<file path="config.mk">
export PLATFORM = sky130hd
export DESIGN_NAME = signed_bcd_display_flat
export DESIGN_NICKNAME = d
export VERILOG_FILES = /design/src/rtl/signed_bcd_display_if.sv /design/src/rtl/signed_bcd_display.sv /design/src/flat_wrapper.sv
export SDC_FILE = /design/constraint.sdc
export NUM_CORES = 1
export LEC_CHECK = 0
export ABC_AREA = 1
export CAP_MARGIN = 20
export CORE_ASPECT_RATIO = 2
export CORE_MARGIN = 2
export CORE_UTILIZATION = 55
export CTS_BUF_LIST = sky130_fd_sc_hd__clkbuf_8
export DETAILED_ROUTE_END_ITERATION = 8
export PLACE_DENSITY = 0.8
export SYNTH_ARGS = -nofsm -noshare
export SYNTH_HDL_FRONTEND = slang
export SYNTH_SLANG_ARGS = --single-unit
</file>
<file path="constraint.sdc">
create_clock -name clk -period 2.2 [get_ports clk]
set_input_delay 0.55 -clock clk [delete_from_list [all_inputs] [get_ports clk]]
set_output_delay 0.55 -clock clk [all_outputs]
set_load 0.01 [all_outputs]
</file>
<file path="src/rtl/signed_bcd_display_if.sv">
// Handshake and result bus of the signed BCD display converter.
// The master side issues conversion requests; the slave side (the converter)
// reports progress and holds the display results.
interface signed_bcd_display_if #(
    parameter int WIDTH  = 8,
    parameter int DIGITS = 3
) ();
    logic                  start;
    logic [WIDTH-1:0]      data;
    logic                  busy;
    logic                  done;
    logic [4*DIGITS-1:0]   bcd;
    logic [7*DIGITS-1:0]   seg;
    logic                  sign_n;
    logic                  ovf;

    modport master (
        output start, data,
        input  busy, done, bcd, seg, sign_n, ovf
    );

    modport slave (
        input  start, data,
        output busy, done, bcd, seg, sign_n, ovf
    );
endinterface

</file>
<file path="src/rtl/signed_bcd_display.sv">
// Signed two's-complement to BCD converter with seven-segment output.
// A captured value is converted by a shift-and-add-3 loop, one bit per clock,
// then the display registers (BCD, segments, sign, overflow) load together.
module signed_bcd_display #(
    parameter int WIDTH    = 8,
    parameter int DIGITS   = 3,
    parameter int BLANK_LZ = 1
) (
    input  logic                 clk,
    input  logic                 rst_n,
    signed_bcd_display_if.slave  bus
);

    // Number of decimal digits needed to hold 2^w - 1.
    function automatic int dec_digits(input int w);
        logic [63:0] v;
        int          n;
        v = (64'd1 << w) - 64'd1;
        n = 0;
        for (int i = 0; i < 20; i++) begin
            if (v != 64'd0) begin
                v = v / 64'd10;
                n = n + 1;
            end else begin
                v = v;
            end
        end
        return n;
    endfunction

    // Active-low gfedcba pattern for one BCD digit.
    function automatic logic [6:0] seg7(input logic [3:0] nib);
        logic [6:0] p;
        case (nib)
            4'd0:    p = 7'b1000000;
            4'd1:    p = 7'b1111001;
            4'd2:    p = 7'b0100100;
            4'd3:    p = 7'b0110000;
            4'd4:    p = 7'b0011001;
            4'd5:    p = 7'b0010010;
            4'd6:    p = 7'b0000010;
            4'd7:    p = 7'b1111000;
            4'd8:    p = 7'b0000000;
            4'd9:    p = 7'b0010000;
            default: p = 7'b1111111;
        endcase
        return p;
    endfunction

    // The internal BCD register covers the whole input range even when fewer
    // digits are displayed, so overflow can be seen in the upper nibbles.
    localparam int NEED_DIGITS = dec_digits(WIDTH);
    localparam int FULL_DIGITS = (NEED_DIGITS > DIGITS) ? NEED_DIGITS : DIGITS;
    localparam int BW          = 4 * FULL_DIGITS;
    localparam int CNT_W       = $clog2(WIDTH);

    localparam logic [6:0] SEG_BLANK = 7'b1111111;
    localparam logic [6:0] SEG_DASH  = 7'b0111111;

    typedef enum logic [1:0] {
        IDLE = 2'd0,
        CONV = 2'd1,
        LOAD = 2'd2
    } state_t;

    state_t                state_r;
    logic [WIDTH-1:0]      mag_r;
    logic [BW-1:0]         bcd_sh_r;
    logic [CNT_W-1:0]      cnt_r;
    logic                  sign_r;
    logic                  guard_r;
    logic                  busy_r;
    logic                  done_r;
    logic [4*DIGITS-1:0]   bcd_r;
    logic [7*DIGITS-1:0]   seg_r;
    logic                  sign_n_r;
    logic                  ovf_r;

    logic [WIDTH-1:0]      mag_in_s;
    logic [BW-1:0]         bcd_adj_s;
    logic                  ovf_s;
    logic                  leading_s;
    logic [7*DIGITS-1:0]   seg_s;

    // Magnitude of the incoming value; the most-negative code maps onto
    // 2^(WIDTH-1) because the result is read back as unsigned.
    always_comb begin
        if (bus.data[WIDTH-1]) begin
            mag_in_s = ~bus.data + {{(WIDTH-1){1'b0}}, 1'b1};
        end else begin
            mag_in_s = bus.data;
        end
    end

    // Add-3 correction of every BCD nibble that would exceed 9 after the shift.
    always_comb begin
        bcd_adj_s = bcd_sh_r;
        for (int i = 0; i < FULL_DIGITS; i++) begin
            if (bcd_sh_r[4*i +: 4] >= 4'd5) begin
                bcd_adj_s[4*i +: 4] = bcd_sh_r[4*i +: 4] + 4'd3;
            end else begin
                bcd_adj_s[4*i +: 4] = bcd_sh_r[4*i +: 4];
            end
        end
    end

    // Overflow detection and segment decode with optional leading-zero blanking.
    always_comb begin
        ovf_s     = guard_r;
        leading_s = 1'b1;
        seg_s     = {(7*DIGITS){1'b1}};
        for (int i = DIGITS; i < FULL_DIGITS; i++) begin
            if (bcd_sh_r[4*i +: 4] != 4'd0) begin
                ovf_s = 1'b1;
            end else begin
                ovf_s = ovf_s;
            end
        end
        for (int i = DIGITS - 1; i >= 0; i--) begin
            if (ovf_s) begin
                seg_s[7*i +: 7] = SEG_DASH;
            end else if ((BLANK_LZ != 0) && leading_s && (i != 0) &&
                         (bcd_sh_r[4*i +: 4] == 4'd0)) begin
                seg_s[7*i +: 7] = SEG_BLANK;
            end else begin
                seg_s[7*i +: 7] = seg7(bcd_sh_r[4*i +: 4]);
                leading_s       = 1'b0;
            end
        end
    end

    // Conversion FSM with registered status and display outputs.
    always_ff @(posedge clk or negedge rst_n) begin
        if (!rst_n) begin
            state_r  <= IDLE;
            mag_r    <= '0;
            bcd_sh_r <= '0;
            cnt_r    <= '0;
            sign_r   <= 1'b0;
            guard_r  <= 1'b0;
            busy_r   <= 1'b0;
            done_r   <= 1'b0;
            bcd_r    <= '0;
            seg_r    <= {(7*DIGITS){1'b1}};
            sign_n_r <= 1'b1;
            ovf_r    <= 1'b0;
        end else begin
            done_r <= 1'b0;
            case (state_r)
                IDLE: begin
                    if (bus.start) begin
                        mag_r    <= mag_in_s;
                        sign_r   <= bus.data[WIDTH-1] && (mag_in_s != '0);
                        bcd_sh_r <= '0;
                        cnt_r    <= '0;
                        guard_r  <= 1'b0;
                        busy_r   <= 1'b1;
                        state_r  <= CONV;
                    end else begin
                        state_r  <= IDLE;
                    end
                end
                CONV: begin
                    // A bit falling off the top means the value cannot be shown.
                    guard_r  <= guard_r | bcd_adj_s[BW-1];
                    bcd_sh_r <= {bcd_adj_s[BW-2:0], mag_r[WIDTH-1]};
                    mag_r    <= {mag_r[WIDTH-2:0], 1'b0};
                    cnt_r    <= cnt_r + {{(CNT_W-1){1'b0}}, 1'b1};
                    if (cnt_r == CNT_W'(WIDTH - 1)) begin
                        state_r <= LOAD;
                    end else begin
                        state_r <= CONV;
                    end
                end
                LOAD: begin
                    bcd_r    <= bcd_sh_r[4*DIGITS-1:0];
                    seg_r    <= seg_s;
                    sign_n_r <= ~sign_r;
                    ovf_r    <= ovf_s;
                    done_r   <= 1'b1;
                    busy_r   <= 1'b0;
                    state_r  <= IDLE;
                end
                default: begin
                    busy_r  <= 1'b0;
                    state_r <= IDLE;
                end
            endcase
        end
    end

    assign bus.busy   = busy_r;
    assign bus.done   = done_r;
    assign bus.bcd    = bcd_r;
    assign bus.seg    = seg_r;
    assign bus.sign_n = sign_n_r;
    assign bus.ovf    = ovf_r;

endmodule
</file>
<file path="src/flat_wrapper.sv">
// flat-port wrapper written by rule: the top's interface ports become plain ports
module signed_bcd_display_flat 
#(
    parameter int WIDTH    = 8,
    parameter int DIGITS   = 3,
    parameter int BLANK_LZ = 1
)
  (clk, rst_n, bus_start, bus_data, bus_busy, bus_done, bus_bcd, bus_seg, bus_sign_n, bus_ovf);
  signed_bcd_display_if #(.WIDTH(WIDTH), .DIGITS(DIGITS)) bus_i ();
  input  logic clk;
  input  logic rst_n;
  input wire logic [$bits(bus_i.start)-1:0] bus_start;
  input wire logic [$bits(bus_i.data)-1:0] bus_data;
  output wire logic [$bits(bus_i.busy)-1:0] bus_busy;
  output wire logic [$bits(bus_i.done)-1:0] bus_done;
  output wire logic [$bits(bus_i.bcd)-1:0] bus_bcd;
  output wire logic [$bits(bus_i.seg)-1:0] bus_seg;
  output wire logic [$bits(bus_i.sign_n)-1:0] bus_sign_n;
  output wire logic [$bits(bus_i.ovf)-1:0] bus_ovf;
  assign bus_i.start = bus_start;
  assign bus_i.data = bus_data;
  assign bus_busy = bus_i.busy;
  assign bus_done = bus_i.done;
  assign bus_bcd = bus_i.bcd;
  assign bus_seg = bus_i.seg;
  assign bus_sign_n = bus_i.sign_n;
  assign bus_ovf = bus_i.ovf;
  signed_bcd_display #(.WIDTH(WIDTH), .DIGITS(DIGITS), .BLANK_LZ(BLANK_LZ)) u_core (.clk(clk), .rst_n(rst_n), .bus(bus_i));
endmodule
</file>
==> flow_results.org <==
** Clocking
- In this run, CTS created clock tree buffers numbering 9.
- Once the clock tree was built, the resizer swapped 0 gates to a different size.
- TritonCTS built the clock tree.
- Maximum clock path buffer count :: 2
- CTS placed an instance of sky130_fd_sc_hd__clkbuf_8 at the clock tree root.
- Clock sink count :: 64
- # Post-CTS Setup Buffers :: 0
- The clock tree synthesis step divided the H-tree into 3 levels.
- Clock-pin slew was measured on the worst setup and hold paths at 0.06 ns.
- Clock latency of the later-clocked register in the worst-skew pair :: 0.35 ns
- Hold-fix buffers, CTS :: 0

** Synth
- Summing every instance area after synthesis gives 3360 sq um.
- Among all flip-flop cells after synthesis, the most frequent one is sky130_fd_sc_hd__dfrtp_1.
- By area the synthesized netlist is led by sky130_fd_sc_hd__dfrtp_1 (31%), sky130_fd_sc_hd__dfstp_2 (17%), sky130_fd_sc_hd__nand2_1 (9.4%).
- Most used standard cell by instance count after synthesis :: sky130_fd_sc_hd__nand2_1
- FF+latch count, synth :: 64
- Fraction of synthesis flops using an asynchronous set or reset pin :: 100%
- Synthesized area per cell :: 8.86 sq um
- Part of the Yosys area used for sequential elements :: 48.5%
- Area share of the largest cell type after synthesis :: 31.3%
- Netlist cell types :: 39
- Number of synthesized flops with an enable pin :: 0
- Post-synthesis instance total :: 379
- The Yosys step of the flow raised 0 warnings.
- The largest total area in the synthesized netlist belongs to sky130_fd_sc_hd__dfrtp_1.
- Synthesis produced a netlist with a net count of 409.
- Sorting the synthesized cells by how often they occur yields sky130_fd_sc_hd__nand2_1 (84), sky130_fd_sc_hd__dfrtp_1 (42), sky130_fd_sc_hd__o21ai_0 (41).

** Worst setup path
- Arrival time of data at the critical path endpoint :: 1.43 ns
- Among all stages on the critical path, the largest delay is contributed by sky130_fd_sc_hd__dfstp_2.
- The worst setup path is captured at a primary output.
- Largest incremental delay on the critical path :: 0.54 ns
- Startpoint class of the critical path :: register
- Maximum fanout encountered on the critical timing path :: 2
- The cell family contributing the most delay on the critical path is flip-flops.
- Counting both buffers and inverters, the worst setup path holds a total of 1.
- At the worst endpoint, the required time is 1.65 ns.
- Cells along the critical path :: clkdlybuf4s50_1
- Crit Path Class :: reg2out

** Drt
- After the first detailed-routing iteration, the DRC count stood at 121.
- Dividing the detail-routed wire length by the instance count gives 14.1 um.
- Detailed routing inserted a total of 2,761 vias.
- Summed over all layers, the routed wires come to 7.06 mm.
- Dividing the detail-routed via count by the number of cells gives 5.53.
- Number of search-and-repair iterations in the first detailed-routing pass :: 4
- For this run, design rule violations remaining after detail routing come to 0.
- Antenna Nets Post-Route :: 0

** Global route
- Global routing usage summed across all routing layers :: 23.4%
- The number of antenna violations at the first check in global routing is 0.
- Global routing finished with a remaining overflow of 0.
- Pin count of the biggest net entering global routing :: 65
- The first global-routing pass estimated 12.1 mm of wire.
- Number of global-route vias before repair :: 2,793

** Timing
- Dividing the final minimum period by the clock period gives 90.1%.
- Once routing completed, OpenROAD measured the worst setup slack at 0.218 ns.
- The worst pin sits at a relative slew slack of 78.4%.
- Final-layout setup total negative slack :: 0 ns
- Final Hold Vio Count :: 0
- For the finished layout, the period the worst path requires is 1.98 ns.
- FMAX :: 0.504 GHz
- Number of max-slew violations in the final report :: 0
- For the pin with the worst max-slew slack, the measured transition is 0.323 ns.
- Setup repair after global routing missed its margin :: false
- For the final database, setup skew stands at 0.00426 ns.
- Setup violations remaining at the end of the flow were counted as 0.

** Cells and area
- Cell area after layout :: 4050 sq um
- Antenna diode instance count :: 0
- At the end of the flow, the number of nets in the layout was 461.
- Compared with the post-synthesis result, the final layout area differs by 20.6%.
- Fraction of final layout cells sized beyond drive strength 1 :: 15.1%

** Die
- For this design the top-level I/O count stands at 48.
- Area of the core :: 5960 sq um
- Once the floorplan was initialized, standard cells occupied 56.4% of the core.
- Horizontal die dimension :: 59.3 um
- Height of the chip :: 115 um
- Number of rows in the core area :: 40
- Die Footprint :: 6790 sq um

** Placement
- GPL Wtd Cong :: 0.882
- Buffers placed on the I/O ports in this run total 47.
- Timing analysis after detailed placement gives a worst setup slack of 0.0382 ns.
- Cell Area, Placed :: 3890 sq um
- Once detailed placement completed, the half-perimeter wirelength came to 5.33 mm.

** Status
- Result of the run :: finished clean

** Power and ir drop
- For this design the static power due to leakage is 0.00190 uW.
- VDD IR-drop max :: 0.656 mV
- Power density over the cells :: 1470 nW/um^2

** Worst hold path
- In this run the worst hold path is classified as in2async.

** Run
- The tool flagged a number of max-cap violations equal to 0.
## cells in the final DEF (no fill, tap or decap), types with 6 or more instances in the layout
cell type | synthesis | routed
sky130_fd_sc_hd__inv_2 | 6 | 6
sky130_fd_sc_hd__a31oi_1 | 6 | 6
sky130_fd_sc_hd__clkbuf_8 | 0 | 10
sky130_fd_sc_hd__ha_1 | 19 | 19
sky130_fd_sc_hd__a21oi_1 | 21 | 21
sky130_fd_sc_hd__o21ai_2 | 6 | 6
sky130_fd_sc_hd__a22oi_1 | 7 | 7
sky130_fd_sc_hd__dfstp_2 | 22 | 22
sky130_fd_sc_hd__dfrtp_1 | 42 | 42
sky130_fd_sc_hd__o21ai_0 | 41 | 41
sky130_fd_sc_hd__nand3_1 | 17 | 17
sky130_fd_sc_hd__clkdlybuf4s50_1 | 0 | 46
sky130_fd_sc_hd__nor2_1 | 34 | 34
sky130_fd_sc_hd__inv_1 | 32 | 38
sky130_fd_sc_hd__nand2_1 | 84 | 84
## layout make-up
type / count / area, sq um
fill: 500 / 1910
sequential: 64 / 1630
multi-input combinational: 264 / 1510
timing repair buffer: 52 / 515
inverter: 40 / 153
clock buffer: 10 / 138
tap: 63 / 78.8
clock inverter: 6 / 22.5
## report_power, final
| group | internal, uW | switching, uW | total, uW |
|---|---|---|---|
| logic | 1300 | 1680 | 2980 |
| clock network | 414 | 415 | 830 |
| registers | 1770 | 384 | 2150 |
## through the flow
stage	cells	hold WS, ns	utilization, %	power (uW)
floorplan	379	0.254	-	4150
CTS	499	0.209	68.0	6010
global route	499	0.233	68.0	6460
detailed placement	483	0.438	65.3	5160
global placement	483	0.444	65.3	5050
finish	499	0.206	68.0	5970
## worst paths after layout
check                                   startpoint                 end  slack (ns)  cells after the start
worst max register to register  u_core.bcd_sh_r[5]  u_core.bcd_sh_r[6]        0.45                      8
worst min-delay path                         rst_n     u_core.mag_r[0]        0.21                      2
max in group asynchronous                    rst_n   u_core.bus.seg[0]        1.69                      2
worst min register to register       u_core.sign_r   u_core.bus.sign_n        0.45                      1
worst max-delay path             u_core.bus.sign_n          bus_sign_n        0.22                      1
min in group clk                     u_core.sign_r   u_core.bus.sign_n        0.45                      1
## per-layer routing
| metal | routed length [um] | track usage [%] |
|---|---|---|
| met3 | 184 | 5.76 |
| met1 | 2650 | 23.6 |
| met5 | 0 | 0 |
| met2 | 3990 | 41.9 |
| met4 | 235 | 12.7 |
## kinds of logic (layout without fill, tap and decap cells)
group                    Yosys count  in the layout  synth area share (%)
flip-flops                        64             64                  48.5
adder cells (fa/ha/maj)           19             19                  7.08
AO/OA/AOI/OAI                     98             98                  18.5
AND/OR/NAND/NOR                  144            144                  18.7
buffers and inverters             51            108                  6.44
XOR/XNOR                           3              3                 0.782
## state kept, by name, indices dropped and copies added, names as in the netlist
name	count
u_core.bcd_sh_r	12
u_core.bus.bcd	12
u_core.bus.busy	1
u_core.bus.done	1
u_core.bus.ovf	1
u_core.bus.seg	21
u_core.bus.sign_n	1
u_core.cnt_r	3
u_core.guard_r	1
u_core.mag_r	8
u_core.sign_r	1
u_core.state_r	2
(Power assumes the default switching activity.)
